===== src/rtl/rx_block_loader.sv =====
// rx_block_loader: packs UART bytes into big-endian 32-bit words and writes
// them into the AES block RAM, one 10-word slot per 128-bit block.
// Each block is four plaintext writes followed by a trigger write of zero.
// After the trigger, input is held off while the RAM writes back the
// ciphertext.
// Optional feature: define LOADER_TIMEOUT_EN to discard a partial word or
// block after TIMEOUT_CYC idle cycles.
module rx_block_loader #(
    parameter int AES_WAIT    = 16,
    parameter int MAX_BLOCKS  = 12,
    parameter int TIMEOUT_CYC = 100000
) (
    input  logic        clk,
    input  logic        rst,
    input  logic [7:0]  rx_data,
    input  logic        rx_valid,
    output logic        rx_ready,
    output logic [31:0] ram_data,
    output logic [6:0]  ram_addr,
    output logic        ram_en,
    output logic        ram_action,
    output logic        blk_done,
    output logic [3:0]  blk_count,
    output logic        full,
    output logic        overrun
);

    localparam int WAIT_W = (AES_WAIT > 1) ? $clog2(AES_WAIT) : 1;

    // Reject parameter sets whose slots would not fit the 7-bit address space.
    if ((10 * MAX_BLOCKS > 127) || (MAX_BLOCKS > 15) || (MAX_BLOCKS < 1) ||
        (AES_WAIT < 1) || (TIMEOUT_CYC < 2)) begin : g_param_check
        $error("rx_block_loader: unsupported parameter combination");
    end

    typedef enum logic [2:0] {
        S_COLLECT,
        S_WRITE,
        S_TRIGGER,
        S_WAIT,
        S_FULL
    } state_t;

    state_t              state_q, state_d;
    logic [1:0]          byte_cnt_q, byte_cnt_d;
    logic [2:0]          word_q, word_d;
    logic [6:0]          base_q, base_d;
    logic [23:0]         pack_q, pack_d;
    logic [WAIT_W-1:0]   wait_cnt_q, wait_cnt_d;
    logic [31:0]         ram_data_q, ram_data_d;
    logic [6:0]          ram_addr_q, ram_addr_d;
    logic                ram_en_q, ram_en_d;
    logic                blk_done_q, blk_done_d;
    logic [3:0]          blk_count_q, blk_count_d;
    logic                overrun_q, overrun_d;
    logic                accept;
    logic                timeout_hit;

    // Ready and full depend on state alone so upstream sees no input->output path.
    assign rx_ready   = (state_q == S_COLLECT);
    assign full       = (state_q == S_FULL);
    assign accept     = rx_valid && rx_ready;

    assign ram_data   = ram_data_q;
    assign ram_addr   = ram_addr_q;
    assign ram_en     = ram_en_q;
    assign ram_action = ram_en_q;
    assign blk_done   = blk_done_q;
    assign blk_count  = blk_count_q;
    assign overrun    = overrun_q;

`ifdef LOADER_TIMEOUT_EN
    localparam int TO_W = $clog2(TIMEOUT_CYC);

    logic [TO_W-1:0] to_cnt_q, to_cnt_d;
    logic            partial;

    // Idle-gap counter: runs only while a partial word/block is buffered.
    always_comb begin
        to_cnt_d    = to_cnt_q;
        timeout_hit = 1'b0;
        partial     = (state_q == S_COLLECT) && ((byte_cnt_q != 2'd0) || (word_q != 3'd1));
        if (!partial || accept) begin
            to_cnt_d = '0;
        end else if (to_cnt_q == TO_W'(TIMEOUT_CYC - 1)) begin
            to_cnt_d    = '0;
            timeout_hit = 1'b1;
        end else begin
            to_cnt_d = to_cnt_q + 1'b1;
        end
    end

    // Idle-gap counter register.
    always_ff @(posedge clk) begin
        if (rst) begin
            to_cnt_q <= '0;
        end else begin
            to_cnt_q <= to_cnt_d;
        end
    end
`else
    assign timeout_hit = 1'b0;
`endif

    // Next-state, packer and RAM command logic.
    always_comb begin
        state_d     = state_q;
        byte_cnt_d  = byte_cnt_q;
        word_d      = word_q;
        base_d      = base_q;
        pack_d      = pack_q;
        wait_cnt_d  = wait_cnt_q;
        ram_data_d  = ram_data_q;
        ram_addr_d  = ram_addr_q;
        ram_en_d    = 1'b0;
        blk_done_d  = 1'b0;
        blk_count_d = blk_count_q;
        // A byte offered while not ready is lost; remember that it happened.
        overrun_d   = overrun_q | (rx_valid & ~rx_ready);

        case (state_q)
            S_COLLECT: begin
                if (accept) begin
                    if (byte_cnt_q == 2'd3) begin
                        // Word complete: command is registered so it appears in WRITE.
                        ram_en_d   = 1'b1;
                        ram_addr_d = base_q + {4'd0, word_q};
                        ram_data_d = {pack_q, rx_data};
                        byte_cnt_d = 2'd0;
                        state_d    = S_WRITE;
                    end else begin
                        pack_d     = {pack_q[15:0], rx_data};
                        byte_cnt_d = byte_cnt_q + 2'd1;
                    end
                end else if (timeout_hit) begin
                    // Drop the stale partial data; the slot is reused.
                    byte_cnt_d = 2'd0;
                    word_d     = 3'd1;
                end
            end
            S_WRITE: begin
                if (word_q == 3'd4) begin
                    // Trigger write of zero starts AES on the block.
                    ram_en_d    = 1'b1;
                    ram_addr_d  = base_q + 7'd5;
                    ram_data_d  = 32'h0;
                    blk_done_d  = 1'b1;
                    blk_count_d = blk_count_q + 4'd1;
                    state_d     = S_TRIGGER;
                end else begin
                    word_d  = word_q + 3'd1;
                    state_d = S_COLLECT;
                end
            end
            S_TRIGGER: begin
                wait_cnt_d = '0;
                state_d    = S_WAIT;
            end
            S_WAIT: begin
                if (wait_cnt_q == WAIT_W'(AES_WAIT - 1)) begin
                    if (blk_count_q == 4'(MAX_BLOCKS)) begin
                        state_d = S_FULL;
                    end else begin
                        base_d  = base_q + 7'd10;
                        word_d  = 3'd1;
                        state_d = S_COLLECT;
                    end
                end else begin
                    wait_cnt_d = wait_cnt_q + 1'b1;
                end
            end
            S_FULL: begin
                state_d = S_FULL;
            end
            default: begin
                state_d = S_COLLECT;
            end
        endcase
    end

    // Control and output registers; reset discards any partial word or block.
    always_ff @(posedge clk) begin
        if (rst) begin
            state_q     <= S_COLLECT;
            byte_cnt_q  <= 2'd0;
            word_q      <= 3'd1;
            base_q      <= 7'd0;
            wait_cnt_q  <= '0;
            ram_data_q  <= 32'h0;
            ram_addr_q  <= 7'd0;
            ram_en_q    <= 1'b0;
            blk_done_q  <= 1'b0;
            blk_count_q <= 4'd0;
            overrun_q   <= 1'b0;
        end else begin
            state_q     <= state_d;
            byte_cnt_q  <= byte_cnt_d;
            word_q      <= word_d;
            base_q      <= base_d;
            wait_cnt_q  <= wait_cnt_d;
            ram_data_q  <= ram_data_d;
            ram_addr_q  <= ram_addr_d;
            ram_en_q    <= ram_en_d;
            blk_done_q  <= blk_done_d;
            blk_count_q <= blk_count_d;
            overrun_q   <= overrun_d;
        end
    end

    // Byte packer holds data only; validity is tracked by byte_cnt.
    always_ff @(posedge clk) begin
        pack_q <= pack_d;
    end

endmodule


===== config.mk =====
export PLATFORM = sky130hd
export DESIGN_NAME = rx_block_loader
export DESIGN_NICKNAME = d
export VERILOG_FILES = /design/src/rtl/rx_block_loader.sv
export SDC_FILE = /design/constraint.sdc
export NUM_CORES = 1
export LEC_CHECK = 0
export ABC_AREA = 1
export CAP_MARGIN = 30
export CORE_ASPECT_RATIO = 1.2
export CORE_UTILIZATION = 45
export DETAILED_ROUTE_END_ITERATION = 7
export PLACE_DENSITY_LB_ADDON = 0.12
export SLEW_MARGIN = 10
export SYNTH_ARGS = -nofsm -noshare
export SYNTH_HDL_FRONTEND = slang
export SYNTH_SLANG_ARGS = --single-unit
export TNS_END_PERCENT = 10

===== constraint.sdc =====
create_clock -name clk -period 2.4 [get_ports clk]
set_input_delay 0.48 -clock clk [delete_from_list [all_inputs] [get_ports clk]]
set_output_delay 0.48 -clock clk [all_outputs]
set_load 0.1 [all_outputs]

; ---- Word level (Yosys, flattened, before mapping)
; Cells that the tools add are included.
[totals]
register_bits = 89
elab_cells = 79
in_bits = 11
[op_classes]
mux = 25
bitwise_logic = 6
n_reduce_logical = 14
n_eq_ne = 15
addsub = 7
[op_table]
columns = cell, n
row1 = 32-bit two-way mux, 3
row2 = 32-bit case mux with 2 select lines, 1
row3 = 3-bit two-way mux, 7
row4 = 7-bit two-way mux, 3
row5 = 3-bit case mux with 5 select lines, 1
row6 = 7-bit case mux with 2 select lines, 1
row7 = "2-bit inequality test, second input constant", 5
row8 = 3-bit AND reduction, 3
row9 = "4-bit by 1-bit adder with 4-bit output, second input constant", 2
row10 = "4-bit == test, second input constant", 2
row11 = 4-bit case mux with 2 select lines, 1
row12 = 4-bit AND reduction, 2
row13 = 7-bit by 3-bit adder with 7-bit output, 1
row14 = "7-bit by 3-bit adder with 7-bit output, second input constant", 1
row15 = "7-bit by 4-bit adder with 7-bit output, second input constant", 1
row16 = "3-bit by 2-bit == test with 1-bit output, second input constant", 2
row17 = "3-bit == test, second input constant", 2
row18 = 3-bit case mux with 2 select lines, 1
row19 = 2-bit AND reduction, 3
row20 = 2-bit nonzero test, 3
row21 = 2-bit two-way mux, 2
row22 = 4-bit two-way mux, 1
row23 = "2-bit by 1-bit inequality test with 1-bit output, second input constant", 2
row24 = 1-bit NOT, 4
row25 = other kinds (11), 13

; ---- Logic depth before layout (Yosys ltp)
[depth]
word_depth = 4
mapped_depth = 13

; ---- Worst setup path before layout
; Ideal clock, no wire load.
[synth_path]
path_type = reg2out
from = register state_q[2]
to = output port full
path_slack_ns = -0.645
n_path_buf = 0
t_required_ns = 1.920
stages_incl_launch_ff = 3
t_arrival_ns = 2.565
path_cell_list = dfxtp_1 -> inv_1 -> nor3_1
[synth_between]
elab_chain_len = 1
[synth_lines]
columns = element, line_no
row1 = start: declaration, 44  ; state_t state_q, state_d;
row2 = start signal: assignment, 196  ; state_q <= state_d;
row3 = 3-bit == test, 61  ; assign full = (state_q == S_FULL);
row4 = end: declaration, 24  ; output logic full,
; Every way passes these cells.

; ---- Worst setup path after layout
[layout_path]
from = register state_q[2]
to = register ram_addr_q[5], in the netlist ram_addr[5]
[layout_between]
elab_chain_len = 4
word_cells_on_any_way = 9
[layout_lines]
columns = element, line_no
row1 = 3-bit zero test, "60, 121"
row2 = 1-bit logical AND, 62  ; assign accept = rx_valid && rx_ready;
row3 = 2-bit by 1-bit inequality test with 1-bit output (no source line), --
row4 = 4-bit AND reduction (no source line), --
row5 = end signal: assignment, 202  ; ram_addr_q <= ram_addr_d;
row6 = end: declaration, 51  ; logic [6:0] ram_addr_q, ram_addr_d;
; Parallel ways exist; a longest one is shown, timed or not.
; A chain may end at the register's enable or synchronous reset.

==> results.txt <==
The kind of cell with the highest combined delay along the critical path is simple AND/OR/NAND/NOR gates. Measured along the y axis, the die boundary spans 101 um. The max-capacitance violation count came out at 0. The library cell appearing most often on the critical path is nor2_1. Before antenna repair, the detailed router went through 6 iterations.

The post-detailed-placement cell area is 4220 um^2. The critical path launch point is state_q[2]$_SDFFE_PP0P_. In this run the static leakage power is 2.03 nW. The critical path's largest stage delay came out at 470 ps.

The tree built by TritonCTS fans out to 88 sinks. The area of the mapped netlist came out at 3660 um^2. The worst register-to-register path ends at ram_addr[5]$_SDFFE_PP0P_.

The relative contribution of the clock network to total power came out at 41.6%. The kind of start point of the critical path is a flip-flop. The kind of critical path is flip-flop to flip-flop. The net count of the finished layout is 487. The area occupied by multi-input gates is 1410 um^2. The signal on the critical path passes through nor2_1 -> nand2_1 -> inv_1 -> nor2_1 -> ha_1 -> inv_1 -> fa_1 -> nor2_1 -> xor2_1 -> nor2_1 -> nor2_1. The highest fanout seen on the critical path came out at 4.

dfxtp_1 takes more of the synthesized area than any other cell. The tightest min-delay check is of the flip-flop to flip-flop type. The area enclosed by the die boundary came out at 8500 um^2. The remaining max-slew budget at the tightest pin came out at 73.8%.

The number of inserted filler cells in the final layout is 734. The total area inside the core boundary comes to 7790 um^2. Counting the buffers created by CTS gives 9.

The starting DRC count in detailed routing came out at 99. For this block, the routed nets add up to 7360 um of wire. In this run, synthesis inferred 24 flip-flops with an integrated enable.

The number of antenna diodes is 0. For this design, the CTS-stage hold fixing added 0 buffers. The sequential cells in the finished layout cover a total of 2000 um^2. The insertion delay to the later sink of the worst-skew pair is 340 ps. The buffer levels on the longest clock path is 2. The power density over cell area is 721 nW/um^2. Following the worst setup path forward leads to its endpoint at ram_addr[5]$_SDFFE_PP0P_. The setup clock skew after layout is 11.1 ps. The site row count came out at 35. The switching component of the power is 0.769 mW. The finished cells cover 4480 um^2. The initial core utilization came out at 46.9%. The die width came out at 84.3 um. Among all flip-flop cells after synthesis, the most frequent one is dfxtp_1.

The worst endpoint data arrival time is 2340 ps. The hold violation total from the final report is 0. TritonCTS built the clock tree. The ratio of cells with drive above 1 in the final layout came out at 19.7%. In the routed design, unresolved DRC markers number 4. Dividing the detail-routed via count by the number of cells gives 5.08. Pin placement for this block handled 60 I/O pins. The count of pins over their slew limit was 0. By area the synthesized netlist is led by dfxtp_1 35%, edfxtp_1 20%, nor2_1 7.1%, nand2_1 6.5%, a22oi_1 5.1%. The total overflow left after global routing is 0. The count of nets left with antenna violations once routing finished came out at 0.

The depth of the worst register-to-register path came out at 11. The maximum number of pins on one net before global-route repair is 58. The total setup violations reported at the end of the flow came out at 0. Of the synthesized area, sequential elements account for 54.7%. The number of distinct library cells after synthesis is 28. The via count of the first global-routing pass came to 2807. After synthesis, the largest area contributor takes up 35.0% of total cell area.

The core utilization of the finished layout is 57.5%. The first global-routing pass estimated 12600 um of wire. The slowest stage of the critical path is the dfxtp_1 cell. The worst register-to-register path begins at state_q[2]$_SDFFE_PP0P_.

The number of vias after detailed routing is 2861. The checks that failed: DRC. The post-route setup TNS is 0 ps. Routability-driven placement finished with a final weighted congestion of 0.819. The run finished, with violations left. The critical path data required time is 2690 ps.

The number of instances in the synthesized netlist is 411. The post-synthesis sequential element count came out at 88. Clock tree synthesis selected as its root buffer the cell clkbuf_8. In the final routed layout, each cell accounts on average for 13.1 um.

After detailed placement, the design holds a cell count of 547. From synthesis to final layout, the design area changed by 22.6%. The post-synthesis average cell area came out at 8.90 um^2. The count of buffers added by post-CTS timing repair for setup is 0. The buffer and inverter count on the worst path is 2. The time the final worst path needs with I/O delays and setup came out at 2060 ps. For the pin with the worst max-slew slack, the measured transition is 389 ps. The cell count along the critical path came out at 11.

The share of total power in combinational logic is 8.7%. The synthesized net count is 432. The post-synthesis async set-or-reset flop share came out at 0%. The non-filler instance count after layout is 563. The number of gates given a new drive strength after cts came out at 0.

The switching fraction of total power is 23.8%. The maximum ir drop on the vdd rail is 0.000407 V. In the post-synthesis netlist, the cell with the most instances is nor2_1. The internal portion of the total power is 2.46 mW.

The setup slack of the worst register-to-register path came out at 340 ps. The quantity of I/O buffers inserted on ports came out at 59. After synthesis, the most frequently instantiated cells are 69 x nor2_1, 64 x dfxtp_1, 63 x nand2_1, 37 x o21ai_0, 34 x inv_1. The power share of the sequential group is 49.7%. STA classifies the critical path endpoint as a flip-flop.

Global routing used 18.8% of the available tracks across all layers. After layout, the design draws a total of 3.23 mW. Dividing the final minimum period by the clock period gives 85.7%. Detailed placement finished with a half-perimeter wire length of 4920 um.

The clock-pin slew of the registers on the worst-case setup and hold paths is 90 ps. The H-tree was split into 3 levels. The initial antenna violation count is 0. Based on the critical path, the design can be clocked at up to 0.486 GHz. Setup repair after global routing left no endpoint under its margin. The total number of yosys warnings is 0.
## layer usage
layer  vias to the layer above  global-route usage (%)  part of all wire, %
met5                         -                       0                    0
met4                         0                    7.69                 0.65
met3                         4                    3.77                  4.4
met2                        64                    33.4                   49
met1                      1324                    22.3                   46
li1                       1469                       -                    -
## flip-flops by register name, summed over array words and instances, names as in the netlist
signal,flops
byte_cnt_q,2
word_q,3
base_q,6
blk_count,4
blk_done,1
ram_data,32
overrun,1
state_q,3
wait_cnt_q,4
ram_action,1
ram_addr,7
pack_q,24
## how the worst min path moves through the flow
| stage | start | end | slack (ps) | cells past startpoint |
|---|---|---|---|---|
| 3_5_place_dp | pack_q[10]$_DFFE_PP_ | pack_q[18]$_DFFE_PP_ | 430 | 0 |
| 4_1_cts | pack_q[10]$_DFFE_PP_ | pack_q[18]$_DFFE_PP_ | 440 | 0 |
| 5_1_grt | pack_q[10]$_DFFE_PP_ | pack_q[18]$_DFFE_PP_ | 450 | 0 |
| 3_3_place_gp | pack_q[8]$_DFFE_PP_ | pack_q[16]$_DFFE_PP_ | 430 | 0 |
| 6_report | pack_q[12]$_DFFE_PP_ | pack_q[20]$_DFFE_PP_ | 450 | 0 |
| 2_1_floorplan | pack_q[6]$_DFFE_PP_ | pack_q[14]$_DFFE_PP_ | 430 | 0 |
## power by group through the flow
stage	registers (mW)	clock network, mW	logic, mW
after floorplan	1.75	0	0.0900
after global placement	1.64	0	0.281
after detailed placement	1.64	0	0.285
after CTS	1.61	1.37	0.285
after global routing	1.61	1.43	0.301
final	1.60	1.34	0.282
## cell families after synthesis
family,Yosys count,synth area share (%)
compound gates,86,14.1
simple gates,168,20.0
fa+ha+maj,10,3.63
xor+xnor,3,0.718
buf+inv,56,6.84
flops,88,54.7
## area by class of cell
cell class / instances / area share (%)
repair buffers: 66 / 12.4
well taps: 92 / 2.57
multi-input cells: 267 / 31.5
clock inverters: 6 / 3.12
flip-flops and latches: 88 / 44.6
clock buffers: 10 / 2.85
inverters: 34 / 2.85
## layout by cell type (no fill, tap or decap), types with 2 or more instances in the layout
| cell | synthesis | layout |
|---|---|---|
| buf_4 | 1 | 53 |
| a22oi_1 | 25 | 25 |
| o21ai_0 | 37 | 37 |
| nor2_1 | 69 | 68 |
| o21ai_2 | 5 | 5 |
| a21oi_1 | 17 | 17 |
| nand2_4 | 2 | 2 |
| edfxtp_1 | 24 | 24 |
| clkdlybuf4s50_1 | 0 | 10 |
| nor2_2 | 5 | 6 |
| ha_1 | 9 | 9 |
| nand4_1 | 2 | 2 |
| nand2_2 | 3 | 3 |
| nand3_1 | 15 | 15 |
| dfxtp_1 | 64 | 64 |
| clkbuf_8 | 0 | 9 |
| bufinv_16 | 0 | 4 |
| xnor2_1 | 2 | 2 |
| buf_12 | 0 | 3 |
| nand2_1 | 63 | 63 |
| nor2_4 | 4 | 4 |
| nor3_1 | 4 | 3 |
| inv_1 | 34 | 34 |
## stage by stage
step	hold WS (ps)	setup WS (ps)
after CTS	443	337
after global placement	432	324
final	447	343
after global routing	452	173
after floorplan	427	189
after detailed placement	432	305
(Power assumes the default switching activity.)
